--- src/rtl/regfile_burst_reader_if.sv ---
// Command, register-file read port and consumer handshake for regfile_burst_reader.
// slave is the reader's view; master is the surrounding logic (command source, file, consumer).
interface regfile_burst_reader_if #(
   parameter int unsigned WIDTH  = 4,
   parameter int unsigned ADDR_W = 2
);
   logic                      start;
   logic [ADDR_W-1:0]         base;
   logic [ADDR_W:0]           len;
   logic [ADDR_W-1:0]         msel;
   logic [WIDTH-1:0]          q;
   logic [WIDTH-1:0]          dout;
   logic                      valid;
   logic                      ready;
   logic                      busy;
   logic                      done;
   logic [WIDTH+ADDR_W-1:0]   sum;

   modport master (
      output start, base, len, q, ready,
      input  msel, dout, valid, busy, done, sum
   );

   modport slave (
      input  start, base, len, q, ready,
      output msel, dout, valid, busy, done, sum
   );
endinterface

--- src/rtl/regfile_burst_reader.sv ---
// Burst read sequencer for the register file: walks msel from base, hands words out over valid/ready.
// Optional running sum of handed-off words enabled by `define READ_SUM_EN.
module regfile_burst_reader #(
   parameter int unsigned WIDTH  = 4,
   parameter int unsigned ADDR_W = 2
) (
   input logic                   clk,
   input logic                   clr,
   regfile_burst_reader_if.slave bus
);
   localparam int unsigned DEPTH = 2 ** ADDR_W;
   localparam int unsigned CNT_W = ADDR_W + 1;
   localparam int unsigned SUM_W = WIDTH + ADDR_W;

   typedef enum logic [1:0] {IDLE, FETCH, HOLD, DONE} state_t;

   state_t             state, state_nx;
   logic [CNT_W-1:0]   remaining, remaining_nx;
   logic [ADDR_W-1:0]  msel_r, msel_nx;
   logic [WIDTH-1:0]   dout_r, dout_nx;
   logic               valid_r, valid_nx;
   logic               busy_r, busy_nx;
   logic               done_r, done_nx;

   // State and output registers; the file updates on the falling edge, so do we.
   always_ff @(negedge clk or negedge clr) begin
      if (!clr) begin
         state     <= IDLE;
         remaining <= '0;
         msel_r    <= '0;
         dout_r    <= '0;
         valid_r   <= 1'b0;
         busy_r    <= 1'b0;
         done_r    <= 1'b0;
      end else begin
         state     <= state_nx;
         remaining <= remaining_nx;
         msel_r    <= msel_nx;
         dout_r    <= dout_nx;
         valid_r   <= valid_nx;
         busy_r    <= busy_nx;
         done_r    <= done_nx;
      end
   end

   // Next state and next register values.
   always_comb begin
      state_nx     = state;
      remaining_nx = remaining;
      msel_nx      = msel_r;
      dout_nx      = dout_r;
      valid_nx     = valid_r;
      busy_nx      = busy_r;
      done_nx      = 1'b0;
      unique case (state)
         IDLE: begin
            if (bus.start) begin
               busy_nx      = 1'b1;
               remaining_nx = (bus.len > CNT_W'(DEPTH)) ? CNT_W'(DEPTH) : bus.len;
               if (bus.len == '0) begin
                  done_nx  = 1'b1;
                  state_nx = DONE;
               end else begin
                  msel_nx  = bus.base;
                  state_nx = FETCH;
               end
            end
         end
         FETCH: begin
            dout_nx  = bus.q;
            valid_nx = 1'b1;
            state_nx = HOLD;
         end
         HOLD: begin
            if (valid_r && bus.ready) begin
               valid_nx     = 1'b0;
               remaining_nx = remaining - CNT_W'(1);
               if (remaining == CNT_W'(1)) begin
                  done_nx  = 1'b1;
                  state_nx = DONE;
               end else begin
                  msel_nx  = msel_r + ADDR_W'(1);
                  state_nx = FETCH;
               end
            end
         end
         DONE: begin
            busy_nx  = 1'b0;
            state_nx = IDLE;
         end
         default: state_nx = IDLE;
      endcase
   end

   assign bus.msel  = msel_r;
   assign bus.dout  = dout_r;
   assign bus.valid = valid_r;
   assign bus.busy  = busy_r;
   assign bus.done  = done_r;

`ifdef READ_SUM_EN
   logic [SUM_W-1:0] sum_r;

   // Running sum, cleared by an accepted start, wraps at 2**SUM_W.
   always_ff @(negedge clk or negedge clr) begin
      if (!clr) begin
         sum_r <= '0;
      end else if (state == IDLE && bus.start) begin
         sum_r <= '0;
      end else if (state == HOLD && valid_r && bus.ready) begin
         sum_r <= sum_r + SUM_W'(dout_r);
      end
   end

   assign bus.sum = sum_r;
`else
   assign bus.sum = '0;
`endif
endmodule

--- src/flat_wrapper.sv ---
// flat-port wrapper written by rule: the top's interface ports become plain ports
module regfile_burst_reader_flat 
#(
   parameter int unsigned WIDTH  = 4,
   parameter int unsigned ADDR_W = 2
)
  (clk, clr, bus_start, bus_base, bus_len, bus_q, bus_ready, bus_msel, bus_dout, bus_valid, bus_busy, bus_done, bus_sum);
  regfile_burst_reader_if #(.WIDTH(WIDTH), .ADDR_W(ADDR_W)) bus_i ();
  input logic clk;
  input logic clr;
  input wire logic [$bits(bus_i.start)-1:0] bus_start;
  input wire logic [$bits(bus_i.base)-1:0] bus_base;
  input wire logic [$bits(bus_i.len)-1:0] bus_len;
  input wire logic [$bits(bus_i.q)-1:0] bus_q;
  input wire logic [$bits(bus_i.ready)-1:0] bus_ready;
  output wire logic [$bits(bus_i.msel)-1:0] bus_msel;
  output wire logic [$bits(bus_i.dout)-1:0] bus_dout;
  output wire logic [$bits(bus_i.valid)-1:0] bus_valid;
  output wire logic [$bits(bus_i.busy)-1:0] bus_busy;
  output wire logic [$bits(bus_i.done)-1:0] bus_done;
  output wire logic [$bits(bus_i.sum)-1:0] bus_sum;
  assign bus_i.start = bus_start;
  assign bus_i.base = bus_base;
  assign bus_i.len = bus_len;
  assign bus_i.q = bus_q;
  assign bus_i.ready = bus_ready;
  assign bus_msel = bus_i.msel;
  assign bus_dout = bus_i.dout;
  assign bus_valid = bus_i.valid;
  assign bus_busy = bus_i.busy;
  assign bus_done = bus_i.done;
  assign bus_sum = bus_i.sum;
  regfile_burst_reader #(.WIDTH(WIDTH), .ADDR_W(ADDR_W)) u_core (.clk(clk), .clr(clr), .bus(bus_i));
endmodule
--- config.mk ---
export PLATFORM = sky130hd
export DESIGN_NAME = regfile_burst_reader_flat
export DESIGN_NICKNAME = d
export VERILOG_FILES = /design/src/rtl/regfile_burst_reader_if.sv /design/src/rtl/regfile_burst_reader.sv /design/src/flat_wrapper.sv
export SDC_FILE = /design/constraint.sdc
export NUM_CORES = 1
export LEC_CHECK = 0
export ABC_AREA = 1
export CAP_MARGIN = 20
export CORE_MARGIN = 2
export CORE_UTILIZATION = 43
export DETAILED_ROUTE_END_ITERATION = 8
export PLACE_DENSITY = 0.78
export REMOVE_ABC_BUFFERS = 1
export SYNTH_ARGS = -nofsm -noshare
export SYNTH_HDL_FRONTEND = slang
export SYNTH_SLANG_ARGS = --single-unit
--- constraint.sdc ---
create_clock -name clk -period 1.4 [get_ports clk]
set_clock_uncertainty 0.1 [all_clocks]
set_input_delay 0.14 -clock clk [delete_from_list [all_inputs] [get_ports clk]]
set_output_delay 0.14 -clock clk [all_outputs]
set_load 0.005 [all_outputs]
Word-level counts from Yosys, hierarchy flattened
Index checks and enable logic that the tools add are counted.
W data, S select, Z words.
{"block": "totals", "reg_bits": 14, "elab_cells": 52}
{"block": "op_classes", "addsub": 2, "magnitude_cmp": 1, "eq_ne": 8, "mux": 23, "reduce_logical": 11}
{"cell": "$mux W2", "n": 8}
{"cell": "$mux W3", "n": 3}
{"cell": "$pmux W2 S4", "n": 1}
{"cell": "$mux W1", "n": 6}
{"cell": "$ne A2 B2 Y1 const B", "n": 3}
{"cell": "$pmux W1 S2", "n": 3}
{"cell": "$pmux W3 S2", "n": 1}
{"cell": "$reduce_and A2 Y1", "n": 3}
{"cell": "$reduce_bool A2 Y1", "n": 3}
{"cell": "$reduce_and A5 Y1", "n": 1}
{"cell": "$eq A2 B2 Y1 const B", "n": 2}
{"cell": "$pmux W2 S2", "n": 1}
{"cell": "$eq A3 B1 Y1 const B", "n": 1}
{"cell": "$gt A3 B3 Y1 const B", "n": 1}
{"cell": "$logic_not A3 Y1", "n": 1}
{"cell": "$reduce_and A3 Y1", "n": 1}
{"cell": "$sub A3 B1 Y3 const B", "n": 1}
{"cell": "$add A2 B1 Y2 const B", "n": 1}
{"cell": "$eq A2 B1 Y1 const B", "n": 1}
{"cell": "$logic_not A2 Y1", "n": 1}
{"cell": "$ne A2 B1 Y1 const B", "n": 1}
{"cell": "$logic_and A1 B1 Y1", "n": 1}

Depth between registers and ports, before layout
{"block": "logic_depth", "word_depth": 4, "ltp_mapped": 8}

==> metrics <==
status finished with violations; failing checks setup timing; DRC violations left 0; Fin. Hold Viols 0; Critical Path AT 1590 ps; pin count of the biggest net entering global routing 15; gr usage total 21.1%; Num CTS Buffers 3; min-delay src u_core.bus.dout[1]$_DFFE_NN0P_; Critical Path Max Stage Delay 470 ps; simple-gate share of the synthesized area 29.6%; Site Rows 15; DP Area 1060 um2; total power divided by cell area 1970 nW/um2; first-pass GRT wire length 3170 um; met1 Use GR 26.2%; ANT nets after route 0; area fraction in compound gates after synthesis 8.63%; CTS Buffer Depth 2; r2r endpoint u_core.bus.msel[1]$_DFFE_NN0P_; placed cell count 153; Sw Pwr 1040 uW; largest family of logic cells by synthesized area simple AND/OR/NAND/NOR gates; Slew Viols, Final 0; worst r2r src u_core.state[1]$_DFFE_NN0P_; sequential share of the synthesized area 45.6%; CTS H-tree depth 1; most numerous cell in the Yosys netlist nand2_1; dominant cell type by area after synthesis dfrtn_1; Combinational Power Share 59.5%; DP Worst Slack -660 ps; top cells by area, synth dfrtn_1, nand2_1, buf_4; die height 46.3 um; Synth top cells by count nand2_1, dfrtn_1, inv_1, nand3_1, o21ai_0; Vias 836; Int Pwr 1340 uW; RSZ-0062 raised after global routing yes; CP Class reg2out; via density per instance 5.04; number of top-level pins 28; switching part of the total 43.8%; Synth Area in XOR/XNOR 1.14%; Core Area 1710 um2; Worst Path Max Fanout 4; global route overflow 0; Placer Congestion 0.836; setup violators final 14; delay-heaviest family, CP flip-flops; Fillers 135; Crit-path slowest cell dfrtn_1; global route hottest layer met2; Post-Synthesis Cells 100; share of post-route cells with drive strength above 1 46.8%; final cell utilization of the core 70.7%; Yosys warnings 0; Final Net Count 158; M2 GR Usage 35.3%; hold-fix buffers at CTS 0; Post-synth ARST share 100%; Synth Area in Adders 3.26%; EDFF count, synth 0; die area 2140 um2; CTS clock-pin slew for the worst setup and hold paths 60 ps; Clock Power Share 9.4%; CP endpoint kind output pin; synthesized cell area 768 um2; CP cell instances buf_2; Reg power frac 31.2%; Final Non-Filler Cells 166; Worst-Skew Late Latency 280 ps; TritonCTS clock tree yes; PortBufs 21; Die Wd 46.3 um; Lkg Pwr 0.000626 uW; met3 Track Usage GR 4.31%; WL final 2190 um; root buf cell clkbuf_4; R2R cell count 6; P&R area growth vs syn 57.2%; worst vdd ir 0.000933 V; WP buf/inv 1; DR iter-0 viols 26; Pre-antenna DRT Iters 4; syn_area_per_cell 7.68 um2; Design Area, Final 1210 um2; r2r setup slk -60 ps; FF+latch count, synth 14; Post-DP HPWL 1300 um; Yosys top cell area share 45.6%; wire per inst 13.2 um; Top FF cell, synth dfrtn_1; WP data required 1160 ps; setup ws final -431 ps; Worst Hold Class reg2reg; vias in the first global route 752; antenna cell count 0; Unique masters post-synth 19; hold path cells 2; Max Cap Viol 0; multiplexer share of the synthesized area 0%; initial antenna violation count 0; worst hold endpoint u_core.bus.dout[1]$_DFFE_NN0P_; Starting Density 45.0%; CP startpoint kind flip-flop; TritonCTS Sinks 14
stage by stage:
step           total power, uW  setup TNS, ps  hold WS (ps)
2_1_floorplan             1300           -332           326
3_3_place_gp              1760         -10340           320
3_5_place_dp              1800         -10620           331
4_1_cts                   2070          -3140           334
5_1_grt                   2570          -3940           357
6_report                  2380          -3380           323
registers in the layout (all words and copies together) (netlist names):
register	flops
u_core.state	2
u_core.bus.done	1
u_core.remaining	3
u_core.bus.valid	1
u_core.bus.dout	4
u_core.bus.busy	1
u_core.bus.msel	2
worst max path at each step:
| stage | from | end | slack (ps) | cells past startpoint |
|---|---|---|---|---|
| finish | u_core.bus.msel[1]$_DFFE_NN0P_ | bus_msel[1] | -430 | 1 |
| global route | u_core.bus.msel[1]$_DFFE_NN0P_ | bus_msel[1] | -460 | 1 |
| CTS | u_core.bus.msel[1]$_DFFE_NN0P_ | bus_msel[1] | -410 | 1 |
| detailed placement | bus_ready | u_core.bus.msel[1]$_DFFE_NN0P_ | -660 | 6 |
| global placement | bus_ready | u_core.bus.msel[1]$_DFFE_NN0P_ | -630 | 6 |
| floorplan | bus_len[1] | u_core.bus.msel[0]$_DFFE_NN0P_ | -110 | 6 |
cell usage in the layout, fill, tap and decap left out:
master,n
clkdlybuf4s50_1,5
o21ai_2,1
xnor2_2,1
o21ai_1,4
nor2_1,1
dlygate4sd2_1,2
buf_2,13
conb_1,6
nor2_4,6
nand3_1,5
nand2_1,26
clkbuf_4,3
ha_1,1
o22ai_2,1
a21oi_1,1
inv_1,5
o21ai_0,3
ha_2,1
nand3_4,1
nand3_2,3
buf_6,2
o211ai_1,1
nand2_4,2
clkdlybuf4s15_2,1
nand2_2,9
o21a_1,1
inv_2,6
buf_12,1
dfrtn_1,14
buf_4,15
tightest hold or removal path: stages (launching register included):
cell     delay (ps)
dfrtn_1         410
nand2_1          60
nand2_1          50
routing by layer:
layer  vias to the layer above  wire, um  share of wire (%)
li1                        385         -                  -
met1                       388       844                 38
met2                        47      1100                 50
met3                        16       165                7.5
met4                         0        87                4.0
met5                         -         0                  0
repair_timing:
item                                    CTS  global route
buffers inserted                          4             6
gates resized for setup                  78            20
pin swaps                                 6             5
endpoints found under the setup margin   19            21
power by group through the flow:
stage	Combinational (uW)	Sequential, uW	Clock (uW)
6_report	1410	742	222
5_1_grt	1550	767	252
4_1_cts	1120	729	221
3_5_place_dp	1070	736	0
3_3_place_gp	1030	731	0
2_1_floorplan	557	742	0
logic make-up after synthesis:
family / after synthesis
compound gates: 12
xor+xnor: 1
fa+ha+maj: 2
buf+inv: 17
flops: 14
other cells: 1
simple gates: 53
final cells by class:
class                   count  area [um2]  share of cell area [%]
flip-flops and latches     14         350                    29.0
clock buffers               3        22.5                    1.87
repair buffers             39         299                    24.8
inverters                  11        41.3                    3.42
multi-input cells          74         463                    38.3
well taps                  25        31.3                    2.59
(Power assumes the default switching activity.)
